--- src/rtl/riscv_format_pkg.sv ---
// rtl/riscv_format_pkg.sv - RV32I format codes, opcode constants and field-set struct shared by encode and decode
package riscv_format_pkg;

  // Instruction format codes; 6 and 7 are reserved and rejected by the encoder
  typedef enum logic [2:0] {
    FMT_R = 3'd0,
    FMT_I = 3'd1,
    FMT_S = 3'd2,
    FMT_B = 3'd3,
    FMT_U = 3'd4,
    FMT_J = 3'd5
  } format_e;

  // RV32I base opcodes
  localparam logic [6:0] OPC_LOAD     = 7'h03;
  localparam logic [6:0] OPC_MISC_MEM = 7'h0F;
  localparam logic [6:0] OPC_OP_IMM   = 7'h13;
  localparam logic [6:0] OPC_AUIPC    = 7'h17;
  localparam logic [6:0] OPC_STORE    = 7'h23;
  localparam logic [6:0] OPC_OP       = 7'h33;
  localparam logic [6:0] OPC_LUI      = 7'h37;
  localparam logic [6:0] OPC_BRANCH   = 7'h63;
  localparam logic [6:0] OPC_JALR     = 7'h67;
  localparam logic [6:0] OPC_JAL      = 7'h6F;
  localparam logic [6:0] OPC_SYSTEM   = 7'h73;

  // Decoded field set; format kept as raw bits so reserved codes survive to the packer
  typedef struct packed {
    logic [2:0]  format;
    logic [6:0]  opcode;
    logic [4:0]  rd;
    logic [4:0]  rs1;
    logic [4:0]  rs2;
    logic [2:0]  funct3;
    logic [6:0]  funct7;
    logic [31:0] imm;
  } field_set_t;

  // True when bits [31:msb] of a value are all equal, i.e. it survives sign truncation at msb
  function automatic logic sext_fits(input logic [31:0] value, input int msb);
    logic all_ones;
    logic all_zeros;
    all_ones  = 1'b1;
    all_zeros = 1'b1;
    for (int i = 0; i < 32; i++) begin
      if (i >= msb) begin
        all_ones  = all_ones & value[i];
        all_zeros = all_zeros & ~value[i];
      end
    end
    return all_ones | all_zeros;
  endfunction

endpackage

--- src/rtl/imm_packer.sv ---
// rtl/imm_packer.sv - combinational RV32I word packing with format/immediate error (IMM_RANGE_CHECK_EN adds range checks)
module imm_packer
  import riscv_format_pkg::*;
(
  input  field_set_t  fields,
  output logic [31:0] word,
  output logic        error
);

  logic [31:0] imm;
  logic        format_bad;
  logic        range_bad;

  assign imm = fields.imm;

  // Scatter fields into the canonical bit positions for each format
  always_comb begin
    word       = 32'h0;
    format_bad = 1'b0;
    case (fields.format)
      FMT_R: word = {fields.funct7, fields.rs2, fields.rs1, fields.funct3, fields.rd, fields.opcode};
      FMT_I: word = {imm[11:0], fields.rs1, fields.funct3, fields.rd, fields.opcode};
      FMT_S: word = {imm[11:5], fields.rs2, fields.rs1, fields.funct3, imm[4:0], fields.opcode};
      FMT_B: word = {imm[12], imm[10:5], fields.rs2, fields.rs1, fields.funct3,
                     imm[4:1], imm[11], fields.opcode};
      FMT_U: word = {imm[31:12], fields.rd, fields.opcode};
      FMT_J: word = {imm[20], imm[10:1], imm[11], imm[19:12], fields.rd, fields.opcode};
      default: begin
        word       = 32'h0;
        format_bad = 1'b1;
      end
    endcase
  end

`ifdef IMM_RANGE_CHECK_EN
  // Flag immediates whose dropped bits carry information; the word above is still packed from truncated bits
  always_comb begin
    range_bad = 1'b0;
    case (fields.format)
      FMT_I, FMT_S: range_bad = !sext_fits(imm, 11);
      FMT_B:        range_bad = !sext_fits(imm, 12) || imm[0];
      FMT_J:        range_bad = !sext_fits(imm, 20) || imm[0];
      FMT_U:        range_bad = (imm[11:0] != 12'h0);
      default:      range_bad = 1'b0;
    endcase
  end
`else
  assign range_bad = 1'b0;
`endif

  assign error = format_bad | range_bad;

endmodule

--- src/rtl/instruction_encoder.sv ---
// rtl/instruction_encoder.sv - two-stage RV32I encoder with valid/ready handshake and word counter (IMM_RANGE_CHECK_EN)
module instruction_encoder
  import riscv_format_pkg::*;
#(
  parameter int COUNT_W = 16
) (
  input  logic               Clk_i,
  input  logic               Rst_i,
  input  logic               Valid_i,
  output logic               Ready_o,
  input  logic [2:0]         Format_i,
  input  logic [6:0]         Opcode_i,
  input  logic [4:0]         Rd_i,
  input  logic [4:0]         Rs1_i,
  input  logic [4:0]         Rs2_i,
  input  logic [2:0]         Funct3_i,
  input  logic [6:0]         Funct7_i,
  input  logic [31:0]        Immediate_i,
  output logic               Valid_o,
  input  logic               Ready_i,
  output logic [31:0]        Instruction_o,
  output logic               Error_o,
  output logic [COUNT_W-1:0] Count_o
);

  logic        s1_valid;
  field_set_t  s1_fields;
  field_set_t  in_fields;
  logic [31:0] packed_word;
  logic        packed_error;
  logic        out_hs;
  logic        move;
  logic        accept;

  assign in_fields = '{format: Format_i, opcode: Opcode_i, rd: Rd_i, rs1: Rs1_i, rs2: Rs2_i,
                       funct3: Funct3_i, funct7: Funct7_i, imm: Immediate_i};

  // S2 is the output register itself, so a handshake frees it in the same cycle S1 refills it
  assign out_hs  = Valid_o && Ready_i;
  assign move    = s1_valid && (!Valid_o || out_hs);
  assign Ready_o = !Rst_i && (!s1_valid || move);
  assign accept  = Valid_i && Ready_o;

  imm_packer u_imm_packer (
    .fields (s1_fields),
    .word   (packed_word),
    .error  (packed_error)
  );

  // S1: capture the accepted field set, empty it when it advances without a replacement
  always_ff @(posedge Clk_i) begin
    if (Rst_i) begin
      s1_valid  <= 1'b0;
      s1_fields <= '0;
    end else if (accept) begin
      s1_valid  <= 1'b1;
      s1_fields <= in_fields;
    end else if (move) begin
      s1_valid  <= 1'b0;
    end
  end

  // S2: hold the packed word until downstream takes it
  always_ff @(posedge Clk_i) begin
    if (Rst_i) begin
      Valid_o       <= 1'b0;
      Instruction_o <= 32'h0;
      Error_o       <= 1'b0;
    end else if (move) begin
      Valid_o       <= 1'b1;
      Instruction_o <= packed_word;
      Error_o       <= packed_error;
    end else if (out_hs) begin
      Valid_o       <= 1'b0;
    end
  end

  // Count words handed off, wrapping naturally at the counter width
  always_ff @(posedge Clk_i) begin
    if (Rst_i) begin
      Count_o <= '0;
    end else if (out_hs) begin
      Count_o <= Count_o + 1'b1;
    end
  end

endmodule

--- config.mk ---
export PLATFORM = sky130hd
export DESIGN_NAME = instruction_encoder
export DESIGN_NICKNAME = d
export VERILOG_FILES = /design/src/rtl/riscv_format_pkg.sv /design/src/rtl/imm_packer.sv /design/src/rtl/instruction_encoder.sv
export SDC_FILE = /design/constraint.sdc
export NUM_CORES = 1
export LEC_CHECK = 0
export ABC_AREA = 1
export ABC_CLOCK_PERIOD_IN_PS = 2310
export CAP_MARGIN = 10
export CORE_MARGIN = 2
export CORE_UTILIZATION = 50
export CTS_CLUSTER_DIAMETER = 40
export DETAILED_ROUTE_END_ITERATION = 16
export PLACE_DENSITY = 0.88
export SYNTH_ARGS = -nofsm -noshare
export SYNTH_HDL_FRONTEND = slang
export SYNTH_SLANG_ARGS = --single-unit
export TNS_END_PERCENT = 20
--- constraint.sdc ---
create_clock -name Clk_i -period 2.31 [get_ports Clk_i]
set_clock_uncertainty 0.1 [all_clocks]
set_input_delay 0.231 -clock Clk_i [delete_from_list [all_inputs] [get_ports Clk_i]]
set_output_delay 0.231 -clock Clk_i [all_outputs]
set_load 0.01 [all_outputs]
==> results.json <==
{
  "setup_viol": 0,
  "grt_pass1_vias": 4558,
  "hold_violations": 0,
  "finalSetupTns_ns": 0,
  "fp.dieH_um": 103.9,
  "setup.worst_path.end": "Ready_o",
  "antenna_cells": 0,
  "power_leakage_nw": 2.579,
  "grt_antenna_before_repair": 0,
  "status": "completed",
  "root_buffer": "clkbuf_8",
  "cts-resized-gates": 0,
  "crit_required_ns": 1.98,
  "ir_drop_v": 0.0004303,
  "holdWs_ns": 0.1764,
  "rsz0062_at_grt": "no",
  "timing.rr.end": "Instruction_o[20]",
  "ios": 122,
  "grt_overflow": 0,
  "drc": 0,
  "met2_length_um": 6620,
  "slew_headroom_pct": 60.11,
  "drtAntennaViolNets": 0,
  "grt_pass1_wl_um": 21520,
  "dieArea_um2": 10790,
  "clock_latency_ns": 0.51,
  "max_slew.worst_pin.slew_ns": 0.5976,
  "grt_max_degree": 94,
  "clock.fmax_mhz": 492.3,
  "rr_worst_depth": 6,
  "place.gp.congestion": 0.8957,
  "critPathKind": "reg -> out",
  "syn_area_per_cell_um2": 7.708,
  "dp_hpwl_um": 8873,
  "area.growth.synth_to_final_pct": 35.07,
  "cts_max_level": 4,
  "cts_tree": "built",
  "start_util_pct": 51.26,
  "synth-seq-cells": 118,
  "highest_layer": "met4",
  "rows": 36,
  "drt-total-wl_um": 13200,
  "ys_seq_area_share_pct": 47.37,
  "avgViaCountPerCell": 5.294,
  "setup_ws_ns": 0.2788,
  "endpoint_kind": "output pin",
  "syn_inst": 647,
  "yosysWarnings": 0,
  "clock_sinks": 118,
  "cp_max_fo": 5,
  "first_pass_iters": 6,
  "syn_nets": 719,
  "drt-wirelength-per-cell_um": 14.64,
  "place_worst_setup_slack_ns": 0.3437,
  "cts-buffers-inserted": 17,
  "period_minus_slack_ns": 2.031,
  "cap_viol_max_count": 0,
  "finalMaxSlewViolations": 0,
  "final_util_pct": 69.24,
  "hold_buffers": 0,
  "startpoint_type": "register",
  "drive_gt1_share_pct": 13.65,
  "critPathArrivalTime_ns": 1.70,
  "drtIter0Drc": 272,
  "yosysUniqueCellTypes": 27,
  "timing.final.crit_share_pct": 87.93,
  "critPathLaunch": "Valid_o",
  "fin_nets": 828,
  "post_cts_buffers": 0,
  "clk_pin_slew_ns": 0.06,
  "track_usage_pct": 24.56,
  "vias": 4775,
  "die_width_um": 103.9,
  "timing.rr.start": "s1_fields[65]",
  "coreArea_um2": 9729,
  "hold_class": "in -> reg",
  "synth_area_um2": 4987,
  "port_buffers": 121,
  "clockBufferDepth": 2,
  "cellPowerDensity_nw_per_um2": 788.3,
  "finalPower_w": 0.005310,
  "r2r_slack_ns": 0.56,
  "met1_length_um": 5411,
  "met3_wirelength_um": 781
}
layout by cell type, fill, tap and decap left out, types with 3 or more instances in the layout:
cell / synthesis / layout
nand4_1: 6 / 6
o21ai_0: 42 / 42
inv_2: 8 / 8
nand3_2: 3 / 3
nor2_1: 39 / 39
buf_4: 5 / 5
a21oi_1: 51 / 51
clkdlybuf4s50_1: 0 / 121
nand2_1: 208 / 208
inv_1: 26 / 26
nand3_1: 25 / 25
nand2_2: 9 / 9
o21ai_2: 39 / 39
o21ai_1: 18 / 18
nor2_4: 3 / 3
clkinvlp_4: 0 / 4
dfxtp_1: 118 / 118
clkbuf_16: 0 / 16
clkbuf_8: 0 / 3
clkinv_2: 0 / 4
nor3_1: 4 / 4
worst min-delay path by stage:
stage	from	to	slack (ns)	depth (start not counted)
finish	Funct7_i[2]	s1_fields[34]	0.18	3
global route	Funct7_i[2]	s1_fields[34]	0.18	3
floorplan	Immediate_i[27]	s1_fields[27]	0.23	2
detailed placement	s1_fields[18]	s1_fields[18]	0.35	2
CTS	Funct7_i[2]	s1_fields[34]	0.16	3
global placement	s1_fields[17]	s1_fields[17]	0.34	2
worst max-delay path: stages (launching register included):
cell             delay [ns]
dfxtp_1                0.45
nand3_2                0.13
nand2_2                0.11
inv_1                  0.04
clkdlybuf4s50_1        0.46
sequential cells by signal (all words and copies together), names as in the netlist:
signal	flops
Error_o	1
Instruction_o	32
Valid_o	1
s1_valid	1
Count_o	16
s1_fields	67
layout make-up:
class                   count  area, um2
clock buffers              20      445.4
clock inverters            12      127.6
fillers                   766       2993
inverters                  34      127.6
multi-input cells         457       2218
flip-flops and latches    118       2362
well taps                 133      166.4
repair buffers            128       1289
routing by layer:
layer	track usage, %	vias to the layer above
li1	-	2326
met1	29.26	2201
met2	41.73	210
met3	5.764	38
met4	11.78	0
met5	0	-
where the power goes:
part | total [W] | switching (W) | internal [W]
Combinational | 0.000563 | 0.000295 | 0.000268
Clock | 0.00252 | 0.000937 | 0.00159
Sequential | 0.00222 | 0.0000746 | 0.00215
Total | 0.00531 | 0.00131 | 0.00400
per-stage QoR:
step / cell area (um2) / instances
CTS: 6736 / 902
floorplan: 4987 / 647
detailed placement: 6163 / 870
global route: 6736 / 902
finish: 6736 / 902
global placement: 6163 / 870
cells by family after synthesis:
| logic type | Yosys count | synth area share (%) |
|---|---|---|
| buffers and inverters | 72 | 8.154 |
| AOI/OAI and AO/OA | 151 | 18.14 |
| and+or+nand+nor | 305 | 26.09 |
| DFF | 118 | 47.37 |
| adders and majority gates | 1 | 0.2508 |
cell usage after synthesis:
| cell | number | share of area [%] |
|---|---|---|
| nand2_1 | 208 | 16 |
| dfxtp_1 | 118 | 47 |
| a21oi_1 | 51 | 5.1 |
| o21ai_0 | 42 | 4.2 |
| nor2_1 | 39 | 2.9 |
| o21ai_2 | 39 | 6.8 |
| inv_1 | 26 | 2.0 |
| nand3_1 | 25 | 2.5 |
| o21ai_1 | 18 | 1.8 |
| buf_2 | 16 | 1.6 |
| buf_6 | 13 | 2.9 |
| nand2_2 | 9 | 1.1 |
| inv_2 | 8 | 0.60 |
| nand4_1 | 6 | 0.75 |
| buf_4 | 5 | 0.75 |
| clkbuf_1 | 4 | 0.30 |
| nor3_1 | 4 | 0.40 |
| nand3_2 | 3 | 0.60 |
| nor2_4 | 3 | 0.68 |
| and3_1 | 2 | 0.25 |
| nor2_2 | 2 | 0.25 |
| ha_1 | 1 | 0.25 |
| nand4_2 | 1 | 0.25 |
| nor3_2 | 1 | 0.20 |
| nor3_4 | 1 | 0.33 |
| nor3b_1 | 1 | 0.15 |
| o21a_1 | 1 | 0.15 |
Note: power is estimated with default switching activity, not from simulation.
